**src/rtl/pdm_capture_ctrl.sv**
```systemverilog
// pdm_capture_ctrl: capture sequencer between the CIC3 PDM decimator and the
// TinyQV register interface. Gates the mic clock, discards warm-up samples,
// captures a bounded (or continuous) run into a show-ahead FIFO and raises irq.
// Optional build macro: PDM_CAPTURE_DCBLOCK_EN adds a DC-removal stage in
// front of the FIFO write port.
module pdm_capture_ctrl #(
    parameter int unsigned WIDTH = 16,
    parameter int unsigned DEPTH = 8,
    parameter int unsigned CNT_W = 16
) (
    input  logic                     clk,
    input  logic                     rst,
    input  logic                     start_i,
    input  logic                     stop_i,
    input  logic                     flush_i,
    input  logic [CNT_W-1:0]         warmup_count_i,
    input  logic [CNT_W-1:0]         sample_count_i,
    input  logic [$clog2(DEPTH):0]   irq_level_i,
    input  logic                     pcm_valid_i,
    input  logic [WIDTH-1:0]         pcm_data_i,
    output logic                     mic_clk_en_o,
    output logic                     busy_o,
    output logic [1:0]               state_o,
    input  logic                     fifo_pop_i,
    output logic [WIDTH-1:0]         fifo_data_o,
    output logic [$clog2(DEPTH):0]   fifo_level_o,
    output logic                     overflow_o,
    output logic                     done_o,
    output logic                     irq_o
);

    localparam int unsigned PTR_W = $clog2(DEPTH);
    localparam int unsigned LVL_W = PTR_W + 1;

    typedef enum logic [1:0] {
        ST_IDLE    = 2'd0,
        ST_WARMUP  = 2'd1,
        ST_CAPTURE = 2'd2,
        ST_DONE    = 2'd3
    } state_e;

    state_e             state_q, state_d;
    logic [CNT_W-1:0]   warm_q, warm_d;
    logic [CNT_W-1:0]   samp_q, samp_d;
    logic               done_q, done_d;
    logic               mic_en_q;
    logic               busy_q;
    logic               start_ok;
    logic               push_req;

    logic [WIDTH-1:0]   mem_q [DEPTH];
    logic [PTR_W-1:0]   wr_ptr_q, rd_ptr_q;
    logic [LVL_W-1:0]   level_q;
    logic               ovf_q;
    logic               fifo_full, fifo_empty;
    logic               pop_ok, push_ok, ovf_set;
    logic [WIDTH-1:0]   store_data;

    // Session sequencing; a zero sample counter in CAPTURE means continuous mode
    always_comb begin
        state_d  = state_q;
        warm_d   = warm_q;
        samp_d   = samp_q;
        done_d   = done_q;
        start_ok = 1'b0;
        push_req = 1'b0;
        case (state_q)
            ST_IDLE: begin
                if (start_i && !stop_i) begin
                    start_ok = 1'b1;
                    warm_d   = warmup_count_i;
                    samp_d   = sample_count_i;
                    done_d   = 1'b0;
                    state_d  = (warmup_count_i != '0) ? ST_WARMUP : ST_CAPTURE;
                end
            end
            ST_WARMUP: begin
                if (stop_i) begin
                    state_d = ST_IDLE;
                end else if (pcm_valid_i) begin
                    warm_d = warm_q - CNT_W'(1);
                    if (warm_q == CNT_W'(1)) begin
                        state_d = ST_CAPTURE;
                    end
                end
            end
            ST_CAPTURE: begin
                if (stop_i) begin
                    state_d = ST_IDLE;
                end else if (pcm_valid_i) begin
                    push_req = 1'b1;
                    if (samp_q != '0) begin
                        samp_d = samp_q - CNT_W'(1);
                        if (samp_q == CNT_W'(1)) begin
                            state_d = ST_DONE;
                        end
                    end
                end
            end
            ST_DONE: begin
                done_d  = 1'b1;
                state_d = ST_IDLE;
            end
            default: state_d = ST_IDLE;
        endcase
    end

    // Sequencer registers; mic enable and busy track the next state
    always_ff @(posedge clk) begin
        if (rst) begin
            state_q  <= ST_IDLE;
            warm_q   <= '0;
            samp_q   <= '0;
            done_q   <= 1'b0;
            mic_en_q <= 1'b0;
            busy_q   <= 1'b0;
        end else begin
            state_q  <= state_d;
            warm_q   <= warm_d;
            samp_q   <= samp_d;
            done_q   <= done_d;
            mic_en_q <= (state_d == ST_WARMUP) || (state_d == ST_CAPTURE);
            busy_q   <= (state_d == ST_WARMUP) || (state_d == ST_CAPTURE);
        end
    end

`ifdef PDM_CAPTURE_DCBLOCK_EN
    localparam int unsigned ACC_W = WIDTH + 6;

    // acc holds the DC estimate in 1/64 LSB units, so (y>>>6) keeps its fraction
    logic [ACC_W-1:0]   acc_q;
    logic [WIDTH:0]     dc_diff;
    logic [WIDTH-1:0]   dc_y;

    // y = x - dc, saturated to the signed sample range
    always_comb begin
        dc_diff = {pcm_data_i[WIDTH-1], pcm_data_i} - {acc_q[ACC_W-1], acc_q[ACC_W-1:6]};
        dc_y    = dc_diff[WIDTH-1:0];
        if (dc_diff[WIDTH] != dc_diff[WIDTH-1]) begin
            dc_y = dc_diff[WIDTH] ? {1'b1, {(WIDTH-1){1'b0}}} : {1'b0, {(WIDTH-1){1'b1}}};
        end
        store_data = dc_y;
    end

    // Accumulator advances on every capture push attempt, cleared at session start
    always_ff @(posedge clk) begin
        if (rst || start_ok) begin
            acc_q <= '0;
        end else if (push_req) begin
            acc_q <= acc_q + {{6{dc_y[WIDTH-1]}}, dc_y};
        end
    end
`else
    assign store_data = pcm_data_i;
`endif

    // FIFO handshake; flush dominates, push into a full FIFO only with a pop
    always_comb begin
        fifo_full  = (level_q == LVL_W'(DEPTH));
        fifo_empty = (level_q == '0);
        pop_ok     = fifo_pop_i && !fifo_empty && !flush_i;
        push_ok    = push_req && (!fifo_full || pop_ok) && !flush_i;
        ovf_set    = push_req && fifo_full && !pop_ok && !flush_i;
    end

    // FIFO pointers, level and sticky overflow
    always_ff @(posedge clk) begin
        if (rst || flush_i) begin
            wr_ptr_q <= '0;
            rd_ptr_q <= '0;
            level_q  <= '0;
            ovf_q    <= 1'b0;
        end else begin
            if (push_ok) begin
                wr_ptr_q <= wr_ptr_q + PTR_W'(1);
            end
            if (pop_ok) begin
                rd_ptr_q <= rd_ptr_q + PTR_W'(1);
            end
            level_q <= level_q + LVL_W'(push_ok) - LVL_W'(pop_ok);
            if (ovf_set) begin
                ovf_q <= 1'b1;
            end
        end
    end

    // Sample storage; contents are don't-care while the level says empty
    always_ff @(posedge clk) begin
        if (push_ok) begin
            mem_q[wr_ptr_q] <= store_data;
        end
    end

    assign state_o      = state_q;
    assign mic_clk_en_o = mic_en_q;
    assign busy_o       = busy_q;
    assign done_o       = done_q;
    assign overflow_o   = ovf_q;
    assign fifo_level_o = level_q;
    assign fifo_data_o  = fifo_empty ? '0 : mem_q[rd_ptr_q];
    assign irq_o        = ((irq_level_i != '0) && (level_q >= irq_level_i)) || done_q;

endmodule

```
**config.mk**
```make
export PLATFORM = sky130hd
export DESIGN_NAME = pdm_capture_ctrl
export DESIGN_NICKNAME = d
export VERILOG_FILES = /design/src/rtl/pdm_capture_ctrl.sv
export SDC_FILE = /design/constraint.sdc
export NUM_CORES = 1
export LEC_CHECK = 0
export CAP_MARGIN = 5
export CELL_PAD_IN_SITES_DETAIL_PLACEMENT = 1
export CELL_PAD_IN_SITES_GLOBAL_PLACEMENT = 2
export CORE_MARGIN = 8
export CORE_UTILIZATION = 47
export CTS_CLUSTER_DIAMETER = 120
export DETAILED_ROUTE_END_ITERATION = 12
export DONT_BUFFER_PORTS = 1
export PLACE_DENSITY_LB_ADDON = 0.12
export SETUP_SLACK_MARGIN = 0.05
export SLEW_MARGIN = 20
export SYNTH_ARGS = -nofsm -noshare
export SYNTH_HDL_FRONTEND = slang
export SYNTH_SLANG_ARGS = --single-unit
```
**constraint.sdc**
```tcl
create_clock -name clk -period 4.85 [get_ports clk]
set_input_delay 0.485 -clock clk [delete_from_list [all_inputs] [get_ports clk]]
set_output_delay 0.485 -clock clk [all_outputs]
set_load 0.02 [all_outputs]
```
==> impl_metrics.yaml <==
status:
  status: "completed"
finish:
  drive_above_1_share: 0.1643
  n_fill_cell: 1711
  final_common_cell: "edfxtp_1"
  antenna_cells: 0
  stdcell_area_mm2: 0.008975
  area_growth_pct: 10.92
  final_util: 0.5262
  final_cell_mix: "edfxtp_1, nor2_1, dfxtp_1"
  nNetsFinal: 697
cts:
  cts_buffer_depth: 2
  hold_buffers: 0
  cts_buffers: 17
  cts_setup_buffers: 0
  path_clk_slew_ns: 0.07
  cts_resized: 0
  clock_latency_ns: 0.42
  htree_levels: 4
  cts_tree: "yes"
  clock_tree.root_cell: "clkbuf_16"
  cts_sinks: 178
floorplan:
  die_w_um: 147.2
  start_util: 0.4744
  die_h_um: 147.2
  ios: 86
  coreArea_mm2: 0.01706
  rows: 48
  fp.dieArea_mm2: 0.02167
placed_design:
  dpl_cell_area_mm2: 0.008353
  gp_congestion: 0.7889
  port_buffers: 0
  hpwlAfterDp_um: 13120
sta:
  post-route-period-util: 0.7024
  fin_skew_ns: 0.01108
  max_slew_margin: 0.3035
  setup_viol: 0
  hold_viol_final: 0
  rsz0062_at_grt: "no"
  maxSlewViolCount: 0
  tightestPinTransition_ns: 1.043
  fmax_mhz: 293.5
  period_needed_ns: 3.407
  setup-tns-final_ns: 0
pwr:
  power.density_mw_per_mm2: 360.9
  irDropWorstVdd_v: 0.0002797
  p_leak_nw: 2.878
global_route:
  grt_pass1_vias: 5495
  grt_max_degree: 54
  grt_pass1_wl_um: 30950
  track_usage: 0.1821
  antenna_found_initial: 1
  grt_remaining_overflow: 0
route:
  dr_total_vias: 5089
  ant_nets: 0
  drt-initial-drc-count: 310
  drt-vias-per-instance: 5.931
  drc: 0
  wl_per_cell_um: 22.39
  wirelength_um: 19210
  first_pass_iters: 4
yosys:
  ys_warn_count: 0
  synth.top_cells.by_area: "edfxtp_1, dfxtp_1, mux4_2"
  ys_types: 63
  yosysSeqAreaShare: 0.5987
  ys_ff_latch: 178
  synth_top_area_frac: 0.4750
  synth-edff-count: 128
  post_synth.cell_area_avg_um2: 12.91
  synth-main-ff-cell: "edfxtp_1"
  syn_nets: 704
  synth_top_area_cell: "edfxtp_1"
  async_reset_ff_frac: 0
  syn_inst: 627
  synth_area_mm2: 0.008092
worst_setup_path:
  cp.required_ns: 4.98
  critPathLaunchType: "flip-flop"
  crit_fanout: 9
  reg2reg_slack_ns: 1.44
  worstSetupPathType: "reg2reg"
  r2r_cells: 7
  cp.arrival_ns: 3.54
  crit_path_end_kind: "flip-flop"
min_path:
  hold_class: "in2reg"
  hold-path-cell-count: 1
flow_run:
  cap_violations: 0
logic make-up (layout without fill, tap and decap cells):
family / after synthesis / after routing / share of synthesized area
AND/OR/NAND/NOR: 187 / 187 / 0.1201
AO/OA/AOI/OAI: 123 / 123 / 0.1016
multiplexers: 51 / 51 / 0.1126
buffers and inverters: 64 / 70 / 0.03170
adder cells (fa/ha/maj): 18 / 18 / 0.02876
XOR/XNOR: 6 / 6 / 0.006494
flip-flops: 178 / 178 / 0.5987
path summary, 6_finish.rpt:
check | from | endpoint
min | rst | samp_q[0]
max | fifo_level_o[2] | mem_q[6][3]
min reg2reg | samp_q[8] | samp_q[8]
max reg2reg | fifo_level_o[2] | mem_q[6][3]
synth_stat cells (all sizes together), types with 4 or more instances:
library cell	count
nand2b	18
a21boi	4
a31oi	8
nor3	15
ha	17
a21oi	45
mux4	32
nand2	26
mux2i	19
nand3	12
a211oi	6
edfxtp	128
nor2	65
o22ai	4
xor2	4
nor4	9
o21ai	12
dfxtp	50
buf	13
clkbuf	28
inv	23
and3	5
or4	4
o32ai	14
nor3b	12
cell type report:
cell class,instances,area (um2),share of cell area
flip-flops and latches,178,4848,0.5402
repair buffers,15,112.6,0.01255
clock inverters,15,192.7,0.02147
inverters,23,86.33,0.009619
clock buffers,17,425.4,0.04740
well taps,225,281.5,0.03137
multi-input cells,385,3028,0.3374
power by group:
| part | internal [mW] | switching (mW) | leakage (nW) | total, mW |
|---|---|---|---|---|
| Clock | 0.786 | 0.628 | 0.298 | 1.41 |
| Sequential | 1.64 | 0.0219 | 1.56 | 1.67 |
| Combinational | 0.0605 | 0.0989 | 1.02 | 0.159 |
| Total | 2.49 | 0.749 | 2.88 | 3.24 |
registers in the layout, indices dropped and copies added, names as in the netlist, 2 cells and up, named ones only:
signal        flops
wr_ptr_q          3
mem_q           128
fifo_level_o      4
samp_q           16
state_o           2
warm_q           16
rd_ptr_q          3
per-stage QoR:
step / power (mW) / hold slack, ns / setup WS (ns) / cells
floorplan: 1.824 / 0.4528 / 1.316 / 627
global placement: 1.850 / 0.4583 / 1.559 / 826
detailed placement: 1.857 / 0.4826 / 1.450 / 826
CTS: 3.271 / 0.1148 / 1.429 / 858
global route: 3.345 / 0.1287 / 1.284 / 858
finish: 3.239 / 0.1444 / 1.443 / 858
critical path, stage by stage, from the launching register on:
cell and delay (ns):
dfxtp_1 0.49, inv_1 0.13, ha_1 0.22, or3b_2 0.50, a311oi_2 0.49, nand2_1 0.24
nor3b_2 0.73, buf_4 0.31
metal layers:
| layer | GRT usage | part of all wire |
|---|---|---|
| met1 | 0.2214 | 0.42 |
| met2 | 0.3126 | 0.52 |
| met3 | 0.04952 | 0.047 |
| met4 | 0.04946 | 0.0082 |
| met5 | 0 | 0.00068 |
Note: power is estimated with default switching activity, not from simulation.
